==> src/rtl/alu_writeback_stage.sv <==
// alu_writeback_stage: ALU result writeback, PC update and post-redirect flush; define ALU_OVF_TRAP_EN to trap on add overflow
module alu_writeback_stage #(
  parameter logic [7:0] RESET_PC     = 8'h00,
  parameter int         FLUSH_CYCLES = 2,
  parameter logic [7:0] TRAP_VECTOR  = 8'hF0
) (
  input  logic       clk,
  input  logic       rst_n,
  input  logic       in_valid,
  output logic       in_ready,
  input  logic [2:0] s,
  input  logic [7:0] f,
  input  logic       ovf,
  input  logic       take_branch,
  input  logic [2:0] dest,
  input  logic [7:0] br_offset,
  input  logic [2:0] rd_addr_a,
  input  logic [2:0] rd_addr_b,
  output logic [7:0] rd_data_a,
  output logic [7:0] rd_data_b,
  output logic [7:0] pc,
  output logic       ovf_sticky,
  input  logic       ovf_clr,
  output logic [7:0] retired
);
  typedef enum logic {ACCEPT, FLUSH} state_t;
  state_t          state_q, state_d;
  logic [2:0]      cnt_q, cnt_d;
  logic [7:0]      pc_q, pc_d, retired_q, retired_d;
  logic            ovf_sticky_q, ovf_sticky_d;
  logic [7:0][7:0] regs_q, regs_d;
  logic            xfer, is_br, taken, add_ovf, trap, redirect, wr_en;
  always_comb begin
    xfer     = in_valid && state_q == ACCEPT;
    is_br    = s[2:1] == 2'b11;
    taken    = is_br && take_branch;
    add_ovf  = xfer && s == 3'b000 && ovf;
`ifdef ALU_OVF_TRAP_EN
    trap     = add_ovf;
`else
    trap     = 1'b0;
`endif
    redirect = xfer && (taken || trap);
    wr_en    = xfer && !is_br && !trap && dest != 3'd0;
    pc_d     = !xfer ? pc_q : trap ? TRAP_VECTOR : taken ? pc_q + br_offset : pc_q + 8'd1;
    state_d  = redirect ? FLUSH : (state_q == FLUSH && cnt_q == 3'd0) ? ACCEPT : state_q;
    cnt_d    = redirect ? 3'(FLUSH_CYCLES - 1) : (state_q == FLUSH && cnt_q != 3'd0) ? cnt_q - 3'd1 : cnt_q;
    retired_d    = retired_q + {7'd0, xfer};
    ovf_sticky_d = add_ovf ? 1'b1 : ovf_clr ? 1'b0 : ovf_sticky_q;
    regs_d = regs_q;
    if (wr_en) regs_d[dest] = f;
  end
  always_ff @(posedge clk or negedge rst_n) begin
    if (!rst_n) begin
      state_q      <= ACCEPT;
      cnt_q        <= 3'd0;
      pc_q         <= RESET_PC;
      retired_q    <= 8'd0;
      ovf_sticky_q <= 1'b0;
      regs_q       <= '0;
    end else begin
      state_q      <= state_d;
      cnt_q        <= cnt_d;
      pc_q         <= pc_d;
      retired_q    <= retired_d;
      ovf_sticky_q <= ovf_sticky_d;
      regs_q       <= regs_d;
    end
  end
  assign in_ready   = state_q == ACCEPT;
  assign rd_data_a  = rd_addr_a == 3'd0 ? 8'd0 : regs_q[rd_addr_a];
  assign rd_data_b  = rd_addr_b == 3'd0 ? 8'd0 : regs_q[rd_addr_b];
  assign pc         = pc_q;
  assign ovf_sticky = ovf_sticky_q;
  assign retired    = retired_q;
endmodule

==> config.mk <==
export PLATFORM = sky130hd
export DESIGN_NAME = alu_writeback_stage
export DESIGN_NICKNAME = d
export VERILOG_FILES = /design/src/rtl/alu_writeback_stage.sv
export SDC_FILE = /design/constraint.sdc
export NUM_CORES = 1
export LEC_CHECK = 0
export ABC_AREA = 1
export CAP_MARGIN = 20
export CORE_MARGIN = 2
export CORE_UTILIZATION = 55
export CTS_CLUSTER_SIZE = 30
export DETAILED_ROUTE_END_ITERATION = 10
export GPL_ROUTABILITY_DRIVEN = 0
export PLACE_DENSITY_LB_ADDON = 0.25
export SKIP_LAST_GASP = 1
export SLEW_MARGIN = 20
export SYNTH_ARGS = -nofsm -noshare
export SYNTH_HDL_FRONTEND = slang
export SYNTH_SLANG_ARGS = --single-unit
export TNS_END_PERCENT = 30
==> constraint.sdc <==
create_clock -name clk -period 3.33 [get_ports clk]
set_input_delay 0.8325 -clock clk [delete_from_list [all_inputs] [get_ports clk]]
set_output_delay 0.8325 -clock clk [all_outputs]
set_load 0.03 [all_outputs]
==> results.sh, run 1 <==
export IMPL_period_minus_slack_ns=3.14
export IMPL_synthesis_nets=681
export IMPL_io_pins=68
export IMPL_cp_start_kind="input pin"
export IMPL_grt_pass1_wl_um=20900
export IMPL_core_sq_um=8760
export IMPL_synth_cell_types=30
export IMPL_synthCells=635
export IMPL_critPathKind="input pin to output port"
export IMPL_postSynthAreaPerCell_sq_um=7.85
export IMPL_grt_use_total_pct=26.4
export IMPL_clock_latency_ns=0.36
export IMPL_ys_ff_latch=85
export IMPL_crit_fanout=25
export IMPL_crit_required_ns=2.50
export IMPL_drc=0
export IMPL_outcome="complete, no violations"
export IMPL_yosys_area_top_type_share_pct=42.7
export IMPL_power_density_nw_per_um2=731
export IMPL_r2r_slack_ns=1.54
export IMPL_cts_tree="yes"
export IMPL_maxCapViolCount=0
export IMPL_path_cells="clkdlybuf4s50_1 > inv_2 > nand3_1 > nand2_1 > nor2_1 > buf_4"
export IMPL_finalHoldViolCount=0
export IMPL_cts_hold_buf=0
export IMPL_finalNetCount=735
export IMPL_critPathBufInv=3
export IMPL_cpMaxStageDelayCell="clkdlybuf4s50_1"
export IMPL_critPathTopFamily="buffers and inverters"
export IMPL_dp_cells=786
export IMPL_overflow=0
export IMPL_multiInputGateArea_sq_um=2420
export IMPL_drive_above_1_share_pct=15.6
export IMPL_startpoint="rd_addr_a[0]"
export IMPL_synth_top_cells_by_count="143 x nand2_1, 85 x dfrtp_1, 69 x o21ai_0, 59 x inv_1, 43 x nor2_1"
export IMPL_num_fill_cells=771
export IMPL_arrival_ns=2.31
export IMPL_async_flop_share_pct=100
export IMPL_holdPathStages=0
export IMPL_numCtsBuffers=9
export IMPL_firstDrtPassIters=5
export IMPL_yosys_top_cells_area="dfrtp_1 43%, nand2_1 11%, o21ai_0 6.9%"
export IMPL_htreeDepth=3
export IMPL_finalMaxSlewViolations=0
export IMPL_viasPerCell=5.58
export IMPL_yosysWarnings=0
export IMPL_regArea_sq_um=2130
export IMPL_setup_viol=0
export IMPL_antennaDiodeCount=0
export IMPL_setup_tns_ns=0
export IMPL_worst_setup_hold_path_clk_slew_ns=0.09
export IMPL_root_buffer="clkbuf_8"
export IMPL_initial_core_util_pct=56.9
export IMPL_drt_iter0_drc=242
export IMPL_hp_class="flip-flop to flip-flop"
export IMPL_syn_area_sq_um=4980
export IMPL_dieWidth_um=99.2
export IMPL_num_rows=34
export IMPL_fmax_mhz=318
export IMPL_grt_max_degree=86
export IMPL_syn_to_final_growth_pct=18.5
export IMPL_cp_slowest_stage_delay_ns=0.47
export IMPL_drt_wl_total_um=12300
export IMPL_synth_edf_count=0
export IMPL_die_y_um=99.2
export IMPL_dp_hpwl_um=9040
export IMPL_clock_sinks=85
export IMPL_path_depth=6
export IMPL_drtAntennaViolNets=0
export IMPL_yosysTopAreaCell="dfrtp_1"
export IMPL_crit_path_end="rd_data_a[6]"
export IMPL_fin_util_pct=67.4
export IMPL_r2r_end="retired[7]"
export IMPL_cts_max_path_buffers=2
export IMPL_layoutNonFillerInstCount=802
export IMPL_post_drt_wl_per_cell_um=15.4
export IMPL_total_power_mw=4.32
export IMPL_ys_seq_area_share_pct=42.7
export IMPL_dr_total_vias=4475
export IMPL_port_buffers=67
export IMPL_fin_crit_sh_pct=94.3
export IMPL_ys_flop_type="dfrtp_1"
export IMPL_leakagePower_nw=2.93
export IMPL_rsz0062_at_grt="false"
export IMPL_peakVddDrop_uv=518
export IMPL_cp_end_kind="output port"
export IMPL_relSlewSlack_pct=47.4
export IMPL_reg2reg_from="state_q"
export IMPL_worstMarginPinSlew_ns=0.789
export IMPL_grt_pass1_vias=4420
export IMPL_die_area_sq_um=9840
export IMPL_antenna_found_initial=0
export IMPL_synth_most_common_cell="nand2_1"
export IMPL_finClkSkew_ns=0.00951
export IMPL_ff2ff_path_depth=8
[worst reg2reg max path, delay by kind of cell (launching register included)]
kind	cells	cell delay (ns)
simple gates	4	0.64
flops	1	0.38
buf+inv	2	0.31
fa+ha+maj	1	0.23
xor+xnor	1	0.14
[where the power goes]
group,switching [mW],leakage [nW],internal (mW)
Sequential,0.315,1.08,1.42
Clock,0.377,0.106,0.445
Combinational,1.05,1.74,0.705
Total,1.74,2.93,2.57
[cells in the final DEF, fill, tap and decap left out, types with 6 or more instances in the layout]
cell and instances:
nand2_2 8, nand2_1 143, o21ai_1 21, inv_2 6, clkdlybuf4s50_1 49, dfrtp_1 85
nand2_4 8, buf_4 23, o21ai_2 35, ha_1 11, o211ai_1 16, o21ai_0 69
nor2_1 43, clkbuf_8 10, a21oi_1 38, nand3_1 32, inv_1 59
[through the flow]
| stage | setup WS [ns] | instance area, sq um | hold WS [ns] |
|---|---|---|---|
| final | 0.190 | 5910 | 0.415 |
| after detailed placement | 0.150 | 5680 | 0.393 |
| after CTS | 0.137 | 5900 | 0.413 |
| after floorplan | 0.604 | 4980 | 0.451 |
| after global routing | 0.0329 | 5910 | 0.429 |
| after global placement | 0.226 | 5680 | 0.394 |
[per-layer routing]
metal	vias up	routed length [um]	GRT usage, %
li1	2184	-	-
met1	2076	5320	34.6
met2	184	5820	43.3
met3	31	865	5.13
met4	0	321	10.2
met5	-	0	0
[cells by family (layout without fill, tap and decap cells)]
| logic type | Yosys count | in the layout | share of synthesized area, % |
|---|---|---|---|
| compound gates | 180 | 180 | 21.5 |
| xor+xnor | 6 | 6 | 1.05 |
| fa+ha+maj | 12 | 12 | 3.16 |
| buf+inv | 101 | 160 | 8.73 |
| flops | 85 | 85 | 42.7 |
| simple gates | 251 | 251 | 22.8 |
[state kept, by name, summed over array words and instances (netlist names)]
name        cells
cnt_q           3
state_q         1
pc              8
retired         8
ovf_sticky      1
regs_q         64
[what timing repair did]
| action | CTS | global route |
|---|---|---|
| endpoints found under the setup margin | 0 | 1 |
| resized for setup | 0 | 1 |
| buffers inserted | 0 | 0 |
| hold endpoints to repair | 0 | 0 |
[worst min path at each step]
stage | startpoint | end | slack, ns
floorplan | regs_q[0] | regs_q[0] | 0.45
global placement | regs_q[3] | regs_q[3] | 0.39
detailed placement | regs_q[4] | regs_q[4] | 0.39
CTS | regs_q[4] | regs_q[4] | 0.41
global route | regs_q[6] | regs_q[6] | 0.43
finish | regs_q[0] | regs_q[0] | 0.42
[final cells by class]
| cell class | instances | share of cell area, % |
|---|---|---|
| Sequential cell | 85 | 36.0 |
| Multi-Input combinational cell | 449 | 41.0 |
| Timing Repair Buffer | 77 | 12.6 |
| Clock buffer | 11 | 2.39 |
| Tap cell | 108 | 2.29 |
| Inverter | 67 | 4.26 |
| Clock inverter | 5 | 1.42 |
(Power assumes the default switching activity.)
==> inputs of run 2 (changes only) <==
clock period = 3.7 ns   (was 3.33 ns; I/O delays follow)
==> results.sh, run 2 (same netlist as run 1, synthesis figures left out) <==
export IMPL_top_register="regs_q"
export IMPL_crit_required_ns=2.77
export IMPL_numCtsBuffers=9
export IMPL_cts_max_path_buffers=2
export IMPL_num_rows=34
export IMPL_worst_setup_hold_path_clk_slew_ns=0.08
export IMPL_cts_tree="yes"
export IMPL_cp_start_kind="input pin"
export IMPL_fmax_mhz=292
export IMPL_dieWidth_um=99.2
export IMPL_post_drt_wl_per_cell_um=14.8
export IMPL_core_sq_um=8760
export IMPL_power_density_nw_per_um2=635
export IMPL_drtAntennaViolNets=0
export IMPL_path_cells="clkdlybuf4s50_1 > buf_4 > o21ai_0 > o21ai_0 > a21oi_1 > nor2_1 > buf_4"
export IMPL_fin_crit_sh_pct=92.5
export IMPL_rsz0062_at_grt="false"
export IMPL_largest_register_ff_count=64
export IMPL_grt_pass1_wl_um=20300
export IMPL_worstMarginPinSlew_ns=0.765
export IMPL_drive_above_1_share_pct=15.2
export IMPL_place_area_sq_um=5630
export IMPL_post_cts_buffers=0
export IMPL_arrival_ns=2.50
export IMPL_dr_total_vias=4474
export IMPL_num_fill_cells=761
export IMPL_htreeDepth=3
export IMPL_antenna_found_initial=0
export IMPL_die_y_um=99.2
export IMPL_clock_latency_ns=0.35
export IMPL_drt_iter0_drc=226
export IMPL_drc=0
export IMPL_cpMaxStageDelayCell="clkdlybuf4s50_1"
export IMPL_grt_use_total_pct=25.4
export IMPL_io_pins=68
export IMPL_finalInstanceArea_sq_um=5790
export IMPL_initial_core_util_pct=56.9
export IMPL_cp_slowest_stage_delay_ns=0.62
export IMPL_finalHoldViolCount=0
export IMPL_cp_end_kind="output port"
export IMPL_setup_viol=0
export IMPL_finClkSkew_ns=0.00780
export IMPL_cts_hold_buf=0
export IMPL_outcome="complete, no violations"
export IMPL_die_area_sq_um=9840
export IMPL_leakagePower_nw=2.86
export IMPL_critPathKind="input pin to output port"
export IMPL_layout_common_cells="143 x nand2_1, 85 x dfrtp_1, 69 x o21ai_0"
export IMPL_mostFrequentLayoutCell="nand2_1"
export IMPL_cts_resized=0
export IMPL_port_buffers=67
export IMPL_syn_to_final_growth_pct=16.2
export IMPL_antennaDiodeCount=0
export IMPL_period_minus_slack_ns=3.42
export IMPL_dp_hpwl_um=8830
export IMPL_crit_fanout=19
export IMPL_maxCapViolCount=0
export IMPL_grt_pass1_vias=4240
export IMPL_grt_max_degree=86
export IMPL_peakVddDrop_uv=474
export IMPL_root_buffer="clkbuf_8"
export IMPL_total_power_mw=3.68
export IMPL_hp_class="flip-flop to flip-flop"
export IMPL_setup_tns_ns=0
export IMPL_relSlewSlack_pct=49.0
export IMPL_clock_sinks=85
export IMPL_finalMaxSlewViolations=0
export IMPL_drt_wl_total_um=11900
export IMPL_firstDrtPassIters=5
export IMPL_viasPerCell=5.60
export IMPL_overflow=0
export IMPL_finalNetCount=734
export IMPL_fin_util_pct=66.1
## run 2: critical path, delay by kind of cell
kind	cells	cell delay (ns)
buffers and inverters	3	1.09
AND/OR/NAND/NOR	1	0.14
AO/OA/AOI/OAI	3	0.34
## run 2: per-layer routing
layer	track usage (%)	wire length, um
met1	33.5	5160
met2	41.9	5630
met3	5.76	800
met4	8.32	271
met5	0	0
## run 2: final cells by class
cell class                 count  area, sq um  area share [%]
multi-input combinational    449         2420            41.8
sequential                    85         2130            36.7
timing repair buffer          76          699            12.1
inverter                      67          251            4.34
tap                          108          135            2.33
clock buffer                  10          128            2.20
clock inverter                 4         27.5           0.475
## run 2: report_power, final
part	internal [mW]	total, mW	switching [mW]
registers	1.28	1.58	0.296
clock network	0.235	0.543	0.308
logic	0.628	1.56	0.927
total	2.14	3.68	1.53
## run 2: worst paths after layout
| kind | slack [ns] | start | end | cells past startpoint |
|---|---|---|---|---|
| setup / recovery | 0.28 | rd_addr_a[1] | rd_data_a[5] | 7 |
| hold / removal | 0.41 | regs_q[2] | regs_q[2] | 0 |
| setup reg to reg | 1.91 | state_q | retired[7] | 8 |
| hold reg to reg | 0.41 | regs_q[2] | regs_q[2] | 0 |
| max in group asynchronous | 2.54 | rst_n | regs_q[30] | 1 |
| min in group asynchronous | 0.61 | rst_n | regs_q[15] | 1 |
## run 2: through the flow
step	hold slack [ns]	worst slack [ns]	instances
after floorplan	0.451	0.789	635
after global placement	0.386	0.352	785
after detailed placement	0.392	0.330	785
after CTS	0.410	0.319	799
after global routing	0.426	0.178	799
final	0.406	0.278	799
==> inputs of run 3 (changes only) <==
CORE_UTILIZATION = 35   (was 55)
==> results.sh, run 3 (same netlist as run 1, synthesis figures left out) <==
export IMPL_outcome="complete, no violations"
export IMPL_dr_total_vias=4392
export IMPL_grt_use_total_pct=18.2
export IMPL_setup_tns_ns=0
export IMPL_clock_sinks=85
export IMPL_cp_slowest_stage_delay_ns=0.49
export IMPL_core_sq_um=13900
export IMPL_cts_tree="yes"
export IMPL_largest_register_ff_count=64
export IMPL_worst_setup_hold_path_clk_slew_ns=0.06
export IMPL_syn_to_final_growth_pct=22.0
export IMPL_clock_latency_ns=0.34
export IMPL_initial_core_util_pct=35.9
export IMPL_drc=0
export IMPL_crit_fanout=40
export IMPL_num_rows=43
export IMPL_finalHoldViolCount=0
export IMPL_dp_hpwl_um=9710
export IMPL_finalNetCount=741
export IMPL_cts_resized=0
export IMPL_power_density_nw_per_um2=663
export IMPL_hp_class="flip-flop to flip-flop"
export IMPL_die_y_um=123
export IMPL_cpMaxStageDelayCell="clkdlybuf4s50_1"
export IMPL_numCtsBuffers=9
export IMPL_viasPerCell=4.99
export IMPL_fin_crit_sh_pct=91.0
export IMPL_post_drt_wl_per_cell_um=14.7
export IMPL_peakVddDrop_uv=314
export IMPL_drtAntennaViolNets=0
export IMPL_fin_util_pct=43.8
export IMPL_dieWidth_um=123
export IMPL_post_cts_buffers=0
export IMPL_critPathBufInv=3
export IMPL_die_area_sq_um=15200
export IMPL_critPathKind="input pin to output port"
export IMPL_whs_ns=0.403
export IMPL_arrival_ns=2.44
export IMPL_drive_above_1_share_pct=16.0
export IMPL_grt_pass1_vias=4218
export IMPL_grt_max_degree=48
export IMPL_finClkSkew_ns=0.00448
export IMPL_mostFrequentLayoutCell="nand2_1"
export IMPL_crit_required_ns=2.77
export IMPL_top_register="regs_q"
export IMPL_fmax_mhz=297
export IMPL_rsz0062_at_grt="false"
export IMPL_antennaDiodeCount=0
export IMPL_critPathTopFamily="buffers and inverters"
export IMPL_drt_wl_total_um=12900
export IMPL_root_buffer="clkbuf_16"
export IMPL_maxCapViolCount=0
export IMPL_layout_common_cells="143 x nand2_1, 85 x dfrtp_1, 69 x o21ai_0"
export IMPL_io_pins=68
export IMPL_cp_end_kind="output port"
export IMPL_drt_iter0_drc=362
export IMPL_leakagePower_nw=2.97
export IMPL_antenna_found_initial=0
export IMPL_finalMaxSlewViolations=0
export IMPL_firstDrtPassIters=6
export IMPL_grt_pass1_wl_um=21300
export IMPL_relSlewSlack_pct=59.7
export IMPL_worstMarginPinSlew_ns=0.604
export IMPL_setup_viol=0
export IMPL_cts_max_path_buffers=2
export IMPL_overflow=0
export IMPL_cts_hold_buf=0
export IMPL_htreeDepth=3
export IMPL_path_cells="clkdlybuf4s50_1 > buf_4 > o21ai_0 > o21ai_0 > a21oi_1 > nor2_1 > buf_4"
export IMPL_period_minus_slack_ns=3.37
export IMPL_cp_start_kind="input pin"
export IMPL_port_buffers=67
-- run 3: layer usage --
layer	global-route usage [%]	vias to the layer above	routed length, um
met5	0	-	0
met2	28.3	142	5790
met1	24.0	2035	5870
li1	-	2193	-
met3	6.27	22	1040
met4	5.33	0	225
-- run 3: final timing paths --
path                         startpoint      endpoint  slack, ns  cells after the start
min in group asynchronous         rst_n     regs_q[7]       0.58                      1
min                           regs_q[3]     regs_q[3]       0.40                      0
max                        rd_addr_b[0]  rd_data_b[0]       0.33                      7
max in group asynchronous         rst_n    regs_q[23]       2.38                      2
min reg2reg                   regs_q[3]     regs_q[3]       0.40                      0
max reg2reg                     state_q    retired[7]       1.91                      8
-- run 3: power by group --
group | switching (mW) | total (mW) | internal [mW] | leakage [nW]
sequential | 0.291 | 1.58 | 1.28 | 1.08
combinational | 0.928 | 1.56 | 0.633 | 1.75
clock | 0.355 | 0.897 | 0.542 | 0.136
-- run 3: area by class of cell --
class	count	area, sq um
clock buffer	13	250
clock inverter	3	45.0
fill	1398	7800
inverter	67	251
multi-input combinational	449	2420
sequential	85	2130
tap	180	225
timing repair buffer	83	761
-- run 3: through the flow --
step                cells  total power, mW  instance area, sq um  setup slack [ns]
global placement      864             3.11                  5790             0.370
CTS                   880             4.08                  6080             0.331
floorplan             635             2.58                  4980             0.789
detailed placement    864             3.16                  5790             0.340
finish                880             4.03                  6080             0.334
global route          880             4.35                  6080             0.172
